--- src/rtl/alu_op_sequencer_if.sv ---
// Request/response and ALU-drive bundle for the ALU operation sequencer.
interface alu_op_sequencer_if #(
    parameter int unsigned DATA_WIDTH  = 16,
    parameter int unsigned COUNT_WIDTH = 4
);
    logic                   req_valid;
    logic                   req_ready;
    logic [3:0]             req_func;
    logic [DATA_WIDTH-1:0]  req_a;
    logic [DATA_WIDTH-1:0]  req_b;
    logic [COUNT_WIDTH-1:0] req_count;
    logic                   rsp_valid;
    logic                   rsp_ready;
    logic [DATA_WIDTH-1:0]  rsp_data;
    logic                   rsp_overflow;
    logic [DATA_WIDTH-1:0]  alu_a;
    logic [DATA_WIDTH-1:0]  alu_b;
    logic [3:0]             alu_func;
    logic [DATA_WIDTH-1:0]  alu_c;
    logic                   alu_overflow;

    // Sequencer side.
    modport slave (
        input  req_valid, req_func, req_a, req_b, req_count, rsp_ready, alu_c, alu_overflow,
        output req_ready, rsp_valid, rsp_data, rsp_overflow, alu_a, alu_b, alu_func
    );

    // Requester, consumer and ALU side.
    modport master (
        output req_valid, req_func, req_a, req_b, req_count, rsp_ready, alu_c, alu_overflow,
        input  req_ready, rsp_valid, rsp_data, rsp_overflow, alu_a, alu_b, alu_func
    );
endinterface

--- src/rtl/alu_op_sequencer.sv ---
// Drives a combinational ALU for a programmed number of iterations, feeding
// each result back as the next A operand, and returns the final value.
module alu_op_sequencer #(
    parameter int unsigned DATA_WIDTH  = 16,
    parameter int unsigned COUNT_WIDTH = 4
) (
    input  logic                clk,
    input  logic                reset_n,
    alu_op_sequencer_if.slave   bus
);
    localparam logic [3:0] FUNC_ZERO = 4'hF;

    typedef enum logic [1:0] {
        IDLE = 2'd0,
        EXEC = 2'd1,
        DONE = 2'd2
    } state_t;

    state_t                 state, stateNext;
    logic [3:0]             funcReg, funcNext;
    logic [DATA_WIDTH-1:0]  acc, accNext;
    logic [DATA_WIDTH-1:0]  bReg, bNext;
    logic [COUNT_WIDTH-1:0] remaining, remNext;
    logic                   ovfSticky, ovfNext;

    // State and datapath registers.
    always_ff @(posedge clk) begin
        if (!reset_n) begin
            state     <= IDLE;
            funcReg   <= FUNC_ZERO;
            acc       <= '0;
            bReg      <= '0;
            remaining <= '0;
            ovfSticky <= 1'b0;
        end else begin
            state     <= stateNext;
            funcReg   <= funcNext;
            acc       <= accNext;
            bReg      <= bNext;
            remaining <= remNext;
            ovfSticky <= ovfNext;
        end
    end

    // Next-state and datapath update.
    always_comb begin
        stateNext = state;
        funcNext  = funcReg;
        accNext   = acc;
        bNext     = bReg;
        remNext   = remaining;
        ovfNext   = ovfSticky;
        case (state)
            IDLE: begin
                if (bus.req_valid) begin
                    funcNext  = bus.req_func;
                    accNext   = bus.req_a;
                    bNext     = bus.req_b;
                    ovfNext   = 1'b0;
                    remNext   = bus.req_count;
                    stateNext = (bus.req_count == '0) ? DONE : EXEC;
                end
            end
            EXEC: begin
                // ALU is combinational: its result for acc is valid this cycle.
                accNext = bus.alu_c;
                ovfNext = ovfSticky | bus.alu_overflow;
                remNext = remaining - COUNT_WIDTH'(1);
                if (remaining == COUNT_WIDTH'(1)) begin
                    stateNext = DONE;
                end
            end
            DONE: begin
                if (bus.rsp_ready) begin
                    stateNext = IDLE;
                end
            end
            default: stateNext = IDLE;
        endcase
    end

    assign bus.alu_a        = acc;
    assign bus.alu_b        = bReg;
    assign bus.alu_func     = funcReg;
    assign bus.rsp_data     = acc;
    assign bus.rsp_overflow = ovfSticky;
    assign bus.req_ready    = (state == IDLE);
    assign bus.rsp_valid    = (state == DONE);
endmodule

--- src/flat_wrapper.sv ---
// flat-port wrapper written by rule: the top's interface ports become plain ports
module alu_op_sequencer_flat 
#(
    parameter int unsigned DATA_WIDTH  = 16,
    parameter int unsigned COUNT_WIDTH = 4
)
  (clk, reset_n, bus_req_valid, bus_req_func, bus_req_a, bus_req_b, bus_req_count, bus_rsp_ready, bus_alu_c, bus_alu_overflow, bus_req_ready, bus_rsp_valid, bus_rsp_data, bus_rsp_overflow, bus_alu_a, bus_alu_b, bus_alu_func);
  alu_op_sequencer_if #(.DATA_WIDTH(DATA_WIDTH), .COUNT_WIDTH(COUNT_WIDTH)) bus_i ();
  input  logic clk;
  input  logic reset_n;
  input wire logic [$bits(bus_i.req_valid)-1:0] bus_req_valid;
  input wire logic [$bits(bus_i.req_func)-1:0] bus_req_func;
  input wire logic [$bits(bus_i.req_a)-1:0] bus_req_a;
  input wire logic [$bits(bus_i.req_b)-1:0] bus_req_b;
  input wire logic [$bits(bus_i.req_count)-1:0] bus_req_count;
  input wire logic [$bits(bus_i.rsp_ready)-1:0] bus_rsp_ready;
  input wire logic [$bits(bus_i.alu_c)-1:0] bus_alu_c;
  input wire logic [$bits(bus_i.alu_overflow)-1:0] bus_alu_overflow;
  output wire logic [$bits(bus_i.req_ready)-1:0] bus_req_ready;
  output wire logic [$bits(bus_i.rsp_valid)-1:0] bus_rsp_valid;
  output wire logic [$bits(bus_i.rsp_data)-1:0] bus_rsp_data;
  output wire logic [$bits(bus_i.rsp_overflow)-1:0] bus_rsp_overflow;
  output wire logic [$bits(bus_i.alu_a)-1:0] bus_alu_a;
  output wire logic [$bits(bus_i.alu_b)-1:0] bus_alu_b;
  output wire logic [$bits(bus_i.alu_func)-1:0] bus_alu_func;
  assign bus_i.req_valid = bus_req_valid;
  assign bus_i.req_func = bus_req_func;
  assign bus_i.req_a = bus_req_a;
  assign bus_i.req_b = bus_req_b;
  assign bus_i.req_count = bus_req_count;
  assign bus_i.rsp_ready = bus_rsp_ready;
  assign bus_i.alu_c = bus_alu_c;
  assign bus_i.alu_overflow = bus_alu_overflow;
  assign bus_req_ready = bus_i.req_ready;
  assign bus_rsp_valid = bus_i.rsp_valid;
  assign bus_rsp_data = bus_i.rsp_data;
  assign bus_rsp_overflow = bus_i.rsp_overflow;
  assign bus_alu_a = bus_i.alu_a;
  assign bus_alu_b = bus_i.alu_b;
  assign bus_alu_func = bus_i.alu_func;
  alu_op_sequencer #(.DATA_WIDTH(DATA_WIDTH), .COUNT_WIDTH(COUNT_WIDTH)) u_core (.clk(clk), .reset_n(reset_n), .bus(bus_i));
endmodule
--- config.mk ---
export PLATFORM = sky130hd
export DESIGN_NAME = alu_op_sequencer_flat
export DESIGN_NICKNAME = d
export VERILOG_FILES = /design/src/rtl/alu_op_sequencer_if.sv /design/src/rtl/alu_op_sequencer.sv /design/src/flat_wrapper.sv
export SDC_FILE = /design/constraint.sdc
export NUM_CORES = 1
export LEC_CHECK = 0
export CORE_UTILIZATION = 41
export CTS_CLUSTER_SIZE = 16
export DETAILED_ROUTE_END_ITERATION = 6
export PLACE_DENSITY_LB_ADDON = 0.3
export SLEW_MARGIN = 20
export SYNTH_ARGS = -nofsm -noshare
export SYNTH_HDL_FRONTEND = slang
export SYNTH_SLANG_ARGS = --single-unit
--- constraint.sdc ---
create_clock -name clk -period 2.38 [get_ports clk]
set_input_delay 0.357 -clock clk [delete_from_list [all_inputs] [get_ports clk]]
set_output_delay 0.357 -clock clk [all_outputs]
set_load 0.01 [all_outputs]
# --- Word-level counts from Yosys, hierarchy flattened ---
# Cells that the tools add are included.
word_totals:
  reg_bits: 43
  input_bits: 61
  out_inout_bits: 55
  wordCells: 31
op_classes:
  addsub: 1
  eq_ne: 6
  n_mux: 11
  bitwise_logic: 1
  reduce_logical: 6
op_table:
  columns: ["cell", "count"]
  rows:
  - ["case mux 16 bit (2 select lines)", 1]
  - ["two-way mux 16 bit", 1]
  - ["two-way mux 2 bit", 4]
  - ["case mux 4 bit (2 select lines)", 1]
  - ["case mux 2 bit (3 select lines)", 1]
  - ["equality test 4 x 1 -> 1 bit (second input constant)", 1]
  - ["zero test 4 bit", 1]
  - ["two-way mux 4 bit", 1]
  - ["!= test 2 bit (second input constant)", 2]
  - ["AND reduction 2 bit", 2]
  - ["subtractor 4 x 1 -> 4 bit (second input constant)", 1]
  - ["AND reduction 3 bit", 1]
  - ["equality test 2 x 1 -> 1 bit (second input constant)", 1]
  - ["equality test 2 bit (second input constant)", 1]
  - ["zero test 2 bit", 1]
  - ["!= test 2 x 1 -> 1 bit (second input constant)", 1]
  - ["case mux 1 bit (2 select lines)", 1]
  - ["nonzero test 2 bit", 1]
  - ["two-way mux 1 bit", 1]
  - ["bitwise OR 1 bit", 1]

# --- Depth between registers and ports, before layout ---
# Gate-level depths: netlist of run 1.
logic_depth:
  ltp_word: 4
  ltp_mapped: 6

# --- Worst setup path after synthesis of run 1 ---
# No wires, ideal clock.
synth_timing:
  path_kind: "reg-to-reg"
  startpoint: "register u_core.state[1]"
  endpoint: "register u_core.funcReg[0], in the netlist u_core.bus.alu_func[0]"
  t_arrival_ns: 1.061
  setup_slack_ns: 1.182
  stages_incl_launch_ff: 7
  path_buffers: 2
  synth_period_minus_slack_ns: 1.198
  cell_sequence: "dfxtp_1 -> buf_2 -> nand2b_4 -> or2_1 -> buf_2 -> nand2_1 -> nand3_1"
synth_between:
  elab_chain_len: 2
synth_rtl:
  columns: ["element", "line", "source"]
  rows:
  - ["start, declared", "alu_op_sequencer.sv:19", "state_t state, stateNext;"]
  - ["start signal, assigned", "alu_op_sequencer.sv:36", "state <= stateNext;"]
  - ["zero test 2 bit", "alu_op_sequencer.sv:53", "case (state)"]
  - ["AND reduction 2 bit (no source line)", null, null]
  - ["end signal, assigned", "alu_op_sequencer.sv:37", "funcReg <= funcNext;"]
  - ["end, declared", "alu_op_sequencer.sv:20", "logic [3:0] funcReg, funcNext;"]
# No other way between the ends.
# A chain may end at the register's enable or synchronous reset.

# --- Final worst setup path of run 1 ---
layout_timing:
  startpoint: "register u_core.state[0]"
  endpoint: "output port bus_rsp_valid"
layout_between:
  elab_chain_len: 1
layout_rtl:
  columns: ["element", "line", "source"]
  rows:
  - ["equality test 2 bit", "alu_op_sequencer.sv:88", "assign bus.rsp_valid = (state == DONE);"]
  - ["end, declared", "flat_wrapper.sv:20", "output wire logic [$bits(bus_i.rsp_valid)-1:0] bus_rsp_valid;"]
# No other way between the ends.

==> flow_metrics.env, run 1 <==
export IMPL_hold_class="reg -> reg"
export IMPL_maxCapViolCount=0
export IMPL_stdcell_area_um2=3190
export IMPL_wl_per_cell_um=12.0
export IMPL_synth_edf_count=0
export IMPL_slowest_stage="dfxtp_1"
export IMPL_htree_num_levels=2
export IMPL_synth_area_top_cells="dfxtp_1 (42%), a21oi_1 (9.6%), o221a_1 (9.4%)"
export IMPL_synth_common_cells="dfxtp_1 (43), nand2_1 (43), a21oi_1 (39), nor2_1 (27), buf_4 (19)"
export IMPL_ant_nets=0
export IMPL_critical_path_class="reg -> out"
export IMPL_rr_worst_depth=4
export IMPL_cts_resized=0
export IMPL_cts_tree="yes"
export IMPL_crit_buf_inv=1
export IMPL_track_usage_pct=19.1
export IMPL_power_density_nw_per_um2=675
export IMPL_routed_wl_um=4990
export IMPL_path_delay_family="flip-flops"
export IMPL_grt_max_degree=23
export IMPL_slew_headroom_pct=56.0
export IMPL_drive_gt1_share_pct=5.19
export IMPL_maxSlewViolCount=0
export IMPL_netlist_area_um2=2030
export IMPL_grt_overflow=0
export IMPL_grt_pass1_wl_um=8000
export IMPL_worst_ep_required_time_ps=2020
export IMPL_synth_seq_cells=43
export IMPL_fin_crit_ps=2050
export IMPL_setup_tns_ps=0
export IMPL_dpl_cell_area_um2=3110
export IMPL_peakVddDrop_mv=0.419
export IMPL_startpoint_type="register"
export IMPL_skew_ps=3.75
export IMPL_hpwlAfterDp_um=3640
export IMPL_initial_core_util_pct=42.7
export IMPL_first_global_vias=1818
export IMPL_synth_seq_area_share_pct=42.4
export IMPL_dr_first_iter_drc_count=55
export IMPL_dp_cells=406
export IMPL_setup_viol=0
export IMPL_critPathMaxFanout=21
export IMPL_yosysTopAreaCell="dfxtp_1"
export IMPL_ios=116
export IMPL_coreArea_um2=4750
export IMPL_fmax_mhz=488
export IMPL_clkSlewWorstSetupHoldPaths_ps=80
export IMPL_setup_ws_ps=329
export IMPL_via_count=2001
export IMPL_rsz0062_at_grt="false"
export IMPL_die_height_um=72.3
export IMPL_cts_buffers=5
export IMPL_cts_max_path_buffers=2
export IMPL_fin_crit_sh_pct=86.2
export IMPL_synth_warnings=0
export IMPL_async_flop_share_pct=0
export IMPL_n_antenna_cell=0
export IMPL_cp_arrival_ps=1690
export IMPL_leakagePower_nw=1.21
export IMPL_cts_sinks=43
export IMPL_worstMarginPinSlew_ps=660
export IMPL_syn_to_final_growth_pct=57.5
export IMPL_rows=25
export IMPL_ys_flop_type="dfxtp_1"
export IMPL_outcome="complete, no violations"
export IMPL_synth_area_per_cell_um2=8.11
export IMPL_fp_dieArea_um2=5230
export IMPL_die_x_um=72.3
export IMPL_final_instance_count_excl_fill=414
export IMPL_rrSetupSlack_ps=660
export IMPL_synth_top_cell_area_share_pct=42.4
export IMPL_clk_latency_ps=280
export IMPL_drt_pass1_iterations=4
export IMPL_final_core_util_pct=67.2
export IMPL_cpPeakStageDelay_ps=750
export IMPL_hold_depth=2
export IMPL_cts_setup_buffers=0
export IMPL_power_mw=2.15
export IMPL_root_buffer="clkbuf_8"
export IMPL_antenna_found_initial=0
export IMPL_path_depth=2
export IMPL_hold_ws_ps=455
export IMPL_synth_distinct_cells=28
export IMPL_synth_nets=313
export IMPL_finalNetCount=409
export IMPL_hold_buffers=0
export IMPL_gp_congestion=0.850
export IMPL_crit_path_end_kind="primary output"
export IMPL_io_buffers=115
export IMPL_drc=0
export IMPL_synthCells=250
export IMPL_finalHoldViolCount=0
export IMPL_place_ws_ps=412
export IMPL_drt_vias_per_instance=4.83
export IMPL_crit_path_cell_trace="nor2b_1, clkdlybuf4s50_1"
worst paths after layout:
kind / from / endpoint
worst max register to register: u_core.state[0]$_SDFFE_PN0P_ / u_core.bus.alu_b[3]$_SDFFE_PN0P_
worst max-delay path: u_core.state[0]$_SDFFE_PN0P_ / bus_rsp_valid
worst min-delay path: u_core.bus.alu_b[0]$_SDFFE_PN0P_ / u_core.bus.alu_b[0]$_SDFFE_PN0P_
worst min register to register: u_core.bus.alu_b[0]$_SDFFE_PN0P_ / u_core.bus.alu_b[0]$_SDFFE_PN0P_
kinds of logic (layout without fill, tap and decap cells):
kind of cell | Yosys count | count (layout) | share of synthesized area, %
buf+inv | 41 | 138 | 12.0
flops | 43 | 43 | 42.4
compound gates | 63 | 63 | 21.6
fa+ha+maj | 2 | 2 | 1.23
simple gates | 101 | 101 | 22.7
cell usage in the layout, fill, tap and decap left out, drive strengths merged:
cell / instances
a21oi: 39
a22oi: 1
a31oi: 1
a32o: 1
a32oi: 1
buf: 10
clkbuf: 7
clkdlybuf4s50: 115
clkinv: 1
dfxtp: 43
ha: 2
inv: 5
nand2: 43
nand2b: 3
nand3: 4
nor2: 28
nor2b: 17
nor3: 1
nor3b: 1
nor4: 1
o21ai: 2
o221a: 17
o311ai: 1
or2: 1
or3: 1
or4: 1
routing by layer:
layer | up-vias | track usage, % | wire [µm]
met5 | - | 0 | 0
met2 | 69 | 32.8 | 2380
met4 | 0 | 4.58 | 36
met3 | 4 | 6.11 | 347
met1 | 907 | 23.1 | 2220
li1 | 1021 | - | -
final cells by class:
cell class	instances	area, µm²
Clock buffer	7	76.3
Clock inverter	1	5.00
Fill cell	433	1560
Inverter	5	18.8
Multi-Input combinational cell	166	923
Sequential cell	43	861
Tap cell	67	83.8
Timing Repair Buffer	125	1230
worst min-delay path: stages (launching register included):
cell and delay, ps:
dfxtp_1 310, nand2_1 50, a21oi_1 50
flip-flops by register name (all words and copies together) (netlist names):
signal                   count
u_core.bus.alu_a            16
u_core.remaining             4
u_core.bus.rsp_overflow      1
u_core.state                 2
u_core.bus.alu_b            16
u_core.bus.alu_func          4
power breakdown:
| group | switching, mW | leakage (nW) | internal [mW] |
|---|---|---|---|
| clock network | 0.224 | 0.0422 | 0.206 |
| registers | 0.0938 | 0.356 | 0.823 |
| logic | 0.330 | 0.816 | 0.478 |
| total | 0.648 | 1.21 | 1.51 |
No activity file was read; power rests on OpenSTA's default activity.
==> run 2, diff against run 1 <==
- CORE_UTILIZATION: 41 -> 40
- CTS_BUF_LIST: default -> sky130_fd_sc_hd__clkbuf_8
==> run 2 against run 1 <==
Effect of this change:
- sequential share of layout area fell by 0.18 points
- die area rose by 2.4%
- flip-flop and latch count did not move
- non-clock buffer count shrank 2
- via count up 0.90%
- hold slack improved by 3.7 ps
- wire length is 4.4% higher
- sequential power decreased by 1%
- cell count fell by 0.48%
- combinational power is 1% higher
- fmax up 4.1%
- critical path type unchanged
- largest power group unchanged
==> flow_metrics.env, run 2 (synthesis results as in run 1) <==
export IMPL_dr_first_iter_drc_count=48
export IMPL_ant_nets=0
export IMPL_drt_pass1_iterations=4
export IMPL_layout_commonest_cell="clkdlybuf4s50_1"
export IMPL_drt_vias_per_instance=4.90
export IMPL_crit_path_end_kind="primary output"
export IMPL_clk_latency_ps=290
export IMPL_maxCapViolCount=0
export IMPL_peakVddDrop_mv=0.384
export IMPL_finalNetCount=407
export IMPL_drc=0
export IMPL_skew_ps=7.02
export IMPL_n_antenna_cell=0
export IMPL_clkSlewWorstSetupHoldPaths_ps=80
export IMPL_setup_viol=0
export IMPL_power_density_nw_per_um2=716
export IMPL_die_x_um=73.2
export IMPL_worst_ep_required_time_ps=2020
export IMPL_cts_setup_buffers=0
export IMPL_p_comb_share_pct=35.5
export IMPL_hold_class="reg -> reg"
export IMPL_cts_tree="yes"
export IMPL_power_mw=2.30
export IMPL_syn_to_final_growth_pct=58.5
export IMPL_startpoint_type="register"
export IMPL_antenna_found_initial=0
export IMPL_critical_path_class="reg -> out"
export IMPL_maxSlewViolCount=0
export IMPL_track_usage_pct=20.2
export IMPL_finalHoldViolCount=0
export IMPL_hpwlAfterDp_um=3780
export IMPL_hold_buffers=0
export IMPL_io_buffers=115
export IMPL_p_int_mw=1.64
export IMPL_wl_per_cell_um=12.6
export IMPL_grt_pass1_wl_um=8320
export IMPL_drive_gt1_share_pct=5.22
export IMPL_cts_buffers=5
export IMPL_worstMarginPinSlew_ps=724
export IMPL_gp_congestion=0.771
export IMPL_fin_crit_sh_pct=82.7
export IMPL_fp_dieArea_um2=5360
export IMPL_fmax_mhz=508
export IMPL_cts_resized=0
export IMPL_multiInputGateArea_um2=923
export IMPL_initial_core_util_pct=42.4
export IMPL_leakagePower_nw=1.22
export IMPL_grt_overflow=0
export IMPL_pwr_share_clk_pct=25.2
export IMPL_die_height_um=73.2
export IMPL_ios=116
export IMPL_root_buffer="clkbuf_8"
export IMPL_final_cell_mix="clkdlybuf4s50_1 (115), nand2_1 (43), dfxtp_1 (43), a21oi_1 (39), nor2_1 (27)"
export IMPL_hold_ws_ps=458
export IMPL_cp_arrival_ps=1610
export IMPL_rows=25
export IMPL_coreArea_um2=4790
export IMPL_cts_sinks=43
export IMPL_outcome="complete, no violations"
export IMPL_routed_wl_um=5210
export IMPL_setup_ws_ps=411
export IMPL_via_count=2019
export IMPL_area_sequential_um2=861
export IMPL_setup_tns_ps=0
export IMPL_rsz0062_at_grt="false"
export IMPL_p_seq_share_pct=39.3
export IMPL_fill_cells=424
export IMPL_final_instance_count_excl_fill=412
export IMPL_dp_cells=404
export IMPL_htree_num_levels=2
export IMPL_p_switching_mw=0.667
export IMPL_grt_max_degree=23
export IMPL_place_ws_ps=223
export IMPL_swShare_pct=29.0
export IMPL_fin_crit_ps=1970
export IMPL_first_global_vias=1816
export IMPL_cts_max_path_buffers=2
export IMPL_slew_headroom_pct=51.7
export IMPL_critPathMaxFanout=10
run 2: cell count changes in the layout (fill, tap and decap cells not counted), sizes merged:
cell / delta
buf: -2
bufinv: +1
clkbuf: -1
run 2: final cells by class:
class                      instances  area share [%]
clock inverter                     2            1.09
timing repair buffer             123            37.7
clock buffer                       6            2.57
multi-input combinational        166            28.7
tap                               67            2.61
sequential                        43            26.8
inverter                           5           0.584
run 2: stage by stage:
step	util, %	cell area [µm²]
global route	67.2	3220
detailed placement	64.7	3100
global placement	64.7	3100
finish	67.2	3220
floorplan	-	2030
CTS	67.2	3220
run 2: path summary, 6_finish.rpt:
check | startpoint | to | slack (ps) | depth (start not counted)
max | u_core.state[1]$_SDFFE_PN0P_ | bus_rsp_valid | 410 | 2
min | u_core.bus.alu_b[0]$_SDFFE_PN0P_ | u_core.bus.alu_b[0]$_SDFFE_PN0P_ | 460 | 2
max reg2reg | u_core.state[1]$_SDFFE_PN0P_ | u_core.remaining[3]$_SDFFE_PN0P_ | 560 | 4
min reg2reg | u_core.bus.alu_b[0]$_SDFFE_PN0P_ | u_core.bus.alu_b[0]$_SDFFE_PN0P_ | 460 | 2
run 2: metal layers:
metal	share of wire (%)	vias up	GRT usage (%)
met3	9.1	4	7.04
met1	43	911	24.0
li1	-	1024	-
met4	0.86	0	7.19
met5	0	-	0
met2	47	80	33.7
run 2: worst max-delay path: stages, from the launching register on:
cell,delay [ps]
dfxtp_1,530
nor2b_1,230
clkdlybuf4s50_1,560
run 2: power groups by stage:
stage	clock network (mW)	registers, mW	logic, mW
floorplan	0	0.939	0.433
global placement	0	0.918	0.809
detailed placement	0	0.922	0.823
CTS	0.597	0.905	0.827
global route	0.634	0.919	0.897
finish	0.580	0.904	0.818
==> run 3, diff against run 2 <==
- CORE_UTILIZATION: 40 -> 35
- clock period: 2.38 -> 1.6 ns (I/O delays scaled with it)
==> run 3 against run 2 <==
Effect of this change:
- global-route usage down 2.3 points
- clock power up 47%
- via count up 1.1%
- critical path type unchanged
- critical endpoint is now bus_alu_a[5]
- highest routed layer unchanged
==> flow_metrics.env, run 3 (synthesis results as in run 1) <==
export IMPL_outcome="complete, no violations"
export IMPL_crit_buf_inv=1
export IMPL_layout_commonest_cell="clkdlybuf4s50_1"
export IMPL_ios=116
export IMPL_power_mw=3.46
export IMPL_hpwlAfterDp_um=3870
export IMPL_p_comb_share_pct=37.0
export IMPL_drc=0
export IMPL_dr_first_iter_drc_count=46
export IMPL_cp_arrival_ps=1220
export IMPL_finalNetCount=414
export IMPL_n_antenna_cell=0
export IMPL_drt_pass1_iterations=4
export IMPL_cts_resized=3
export IMPL_drive_gt1_share_pct=7.39
export IMPL_hold_buffers=0
export IMPL_startpoint_type="register"
export IMPL_peakVddDrop_mv=0.661
export IMPL_first_global_vias=1932
export IMPL_coreArea_um2=5540
export IMPL_cts_max_path_buffers=2
export IMPL_track_usage_pct=17.9
export IMPL_leakagePower_nw=1.27
export IMPL_grt_pass1_wl_um=8670
export IMPL_antenna_found_initial=0
export IMPL_crit_path_end_kind="primary output"
export IMPL_ant_nets=0
export IMPL_cts_tree="yes"
export IMPL_fin_crit_ps=1460
export IMPL_cpPeakStageDelay_ps=550
export IMPL_cts_buffers=5
export IMPL_p_switching_mw=1.03
export IMPL_dp_cells=416
export IMPL_setup_viol=0
export IMPL_root_buffer="clkbuf_8"
export IMPL_fmax_mhz=683
export IMPL_setup_tns_ps=0
export IMPL_wl_per_cell_um=12.6
export IMPL_clkSlewWorstSetupHoldPaths_ps=90
export IMPL_worst_ep_required_time_ps=1360
export IMPL_critical_path_class="reg -> out"
export IMPL_final_instance_count_excl_fill=424
export IMPL_maxSlewViolCount=0
export IMPL_stdcell_area_um2=3310
export IMPL_finalHoldViolCount=0
export IMPL_grt_overflow=0
export IMPL_maxCapViolCount=0
export IMPL_hold_class="reg -> reg"
export IMPL_cts_sinks=43
export IMPL_pwr_share_clk_pct=24.6
export IMPL_critPathMaxFanout=3
export IMPL_p_seq_share_pct=38.5
export IMPL_die_height_um=78.1
export IMPL_slew_headroom_pct=79.5
export IMPL_dpl_cell_area_um2=3190
export IMPL_die_x_um=78.1
export IMPL_p_int_mw=2.43
export IMPL_clk_latency_ps=300
export IMPL_slowest_stage="clkdlybuf4s50_1"
export IMPL_rows=27
export IMPL_cts_setup_buffers=0
export IMPL_swShare_pct=29.7
export IMPL_routed_wl_um=5340
export IMPL_gp_congestion=0.750
export IMPL_skew_ps=6.02
export IMPL_via_count=2042
export IMPL_io_buffers=115
export IMPL_crit_path_cell_trace="clkdlybuf4s50_1"
export IMPL_htree_num_levels=2
export IMPL_power_density_nw_per_um2=1050
export IMPL_worstMarginPinSlew_ps=304
export IMPL_syn_to_final_growth_pct=63.0
export IMPL_fp_dieArea_um2=6100
export IMPL_initial_core_util_pct=36.6
export IMPL_drt_vias_per_instance=4.82
export IMPL_grt_max_degree=23
export IMPL_fin_crit_sh_pct=91.5
export IMPL_path_delay_family="buffers and inverters"
export IMPL_final_cell_mix="clkdlybuf4s50_1 (113), nand2_1 (43), dfxtp_1 (43), a21oi_1 (39), nor2_1 (27)"
export IMPL_rsz0062_at_grt="false"
run 3: power groups by stage:
stage	clock [mW]	combinational, mW	sequential (mW)
after floorplan	0	0.644	1.40
after global placement	0	1.28	1.35
after detailed placement	0	1.29	1.36
after CTS	0.882	1.29	1.33
after global routing	0.921	1.40	1.35
final	0.850	1.28	1.33
run 3: area by class of cell:
type / instances / area, µm²
clock buffers: 5 / 68.8
repair buffers: 130 / 1300
well taps: 72 / 90.1
flip-flops and latches: 43 / 861
fillers: 526 / 2230
multi-input cells: 166 / 926
inverters: 5 / 18.8
clock inverters: 3 / 43.8
run 3: per-stage QoR:
step                      hold WS, ps  util, %  worst slack (ps)
after floorplan                   364        -               402
after global placement            441     57.7              33.2
after detailed placement          447     57.7              12.9
after CTS                         458     59.7               126
after global routing              473     59.7              15.4
final                             455     59.7               135
run 3: metal layers:
layer  vias to the layer above  global-route usage (%)  wire (µm)
met1                       925                    20.2       2300
met5                         -                       0          0
met4                         0                    7.41         71
met2                        77                    30.1       2480
li1                       1033                       -          -
met3                         7                    6.98        487
run 3: final timing paths:
path | startpoint | to | slack, ps | depth (start not counted)
max | u_core.bus.alu_a[5]$_SDFFE_PN0P_ | bus_alu_a[5] | 140 | 1
min | u_core.bus.alu_b[6]$_SDFFE_PN0P_ | u_core.bus.alu_b[6]$_SDFFE_PN0P_ | 460 | 2
max reg2reg | u_core.state[0]$_SDFFE_PN0P_ | u_core.remaining[0]$_SDFFE_PN0P_ | 140 | 5
min reg2reg | u_core.bus.alu_b[6]$_SDFFE_PN0P_ | u_core.bus.alu_b[6]$_SDFFE_PN0P_ | 460 | 2
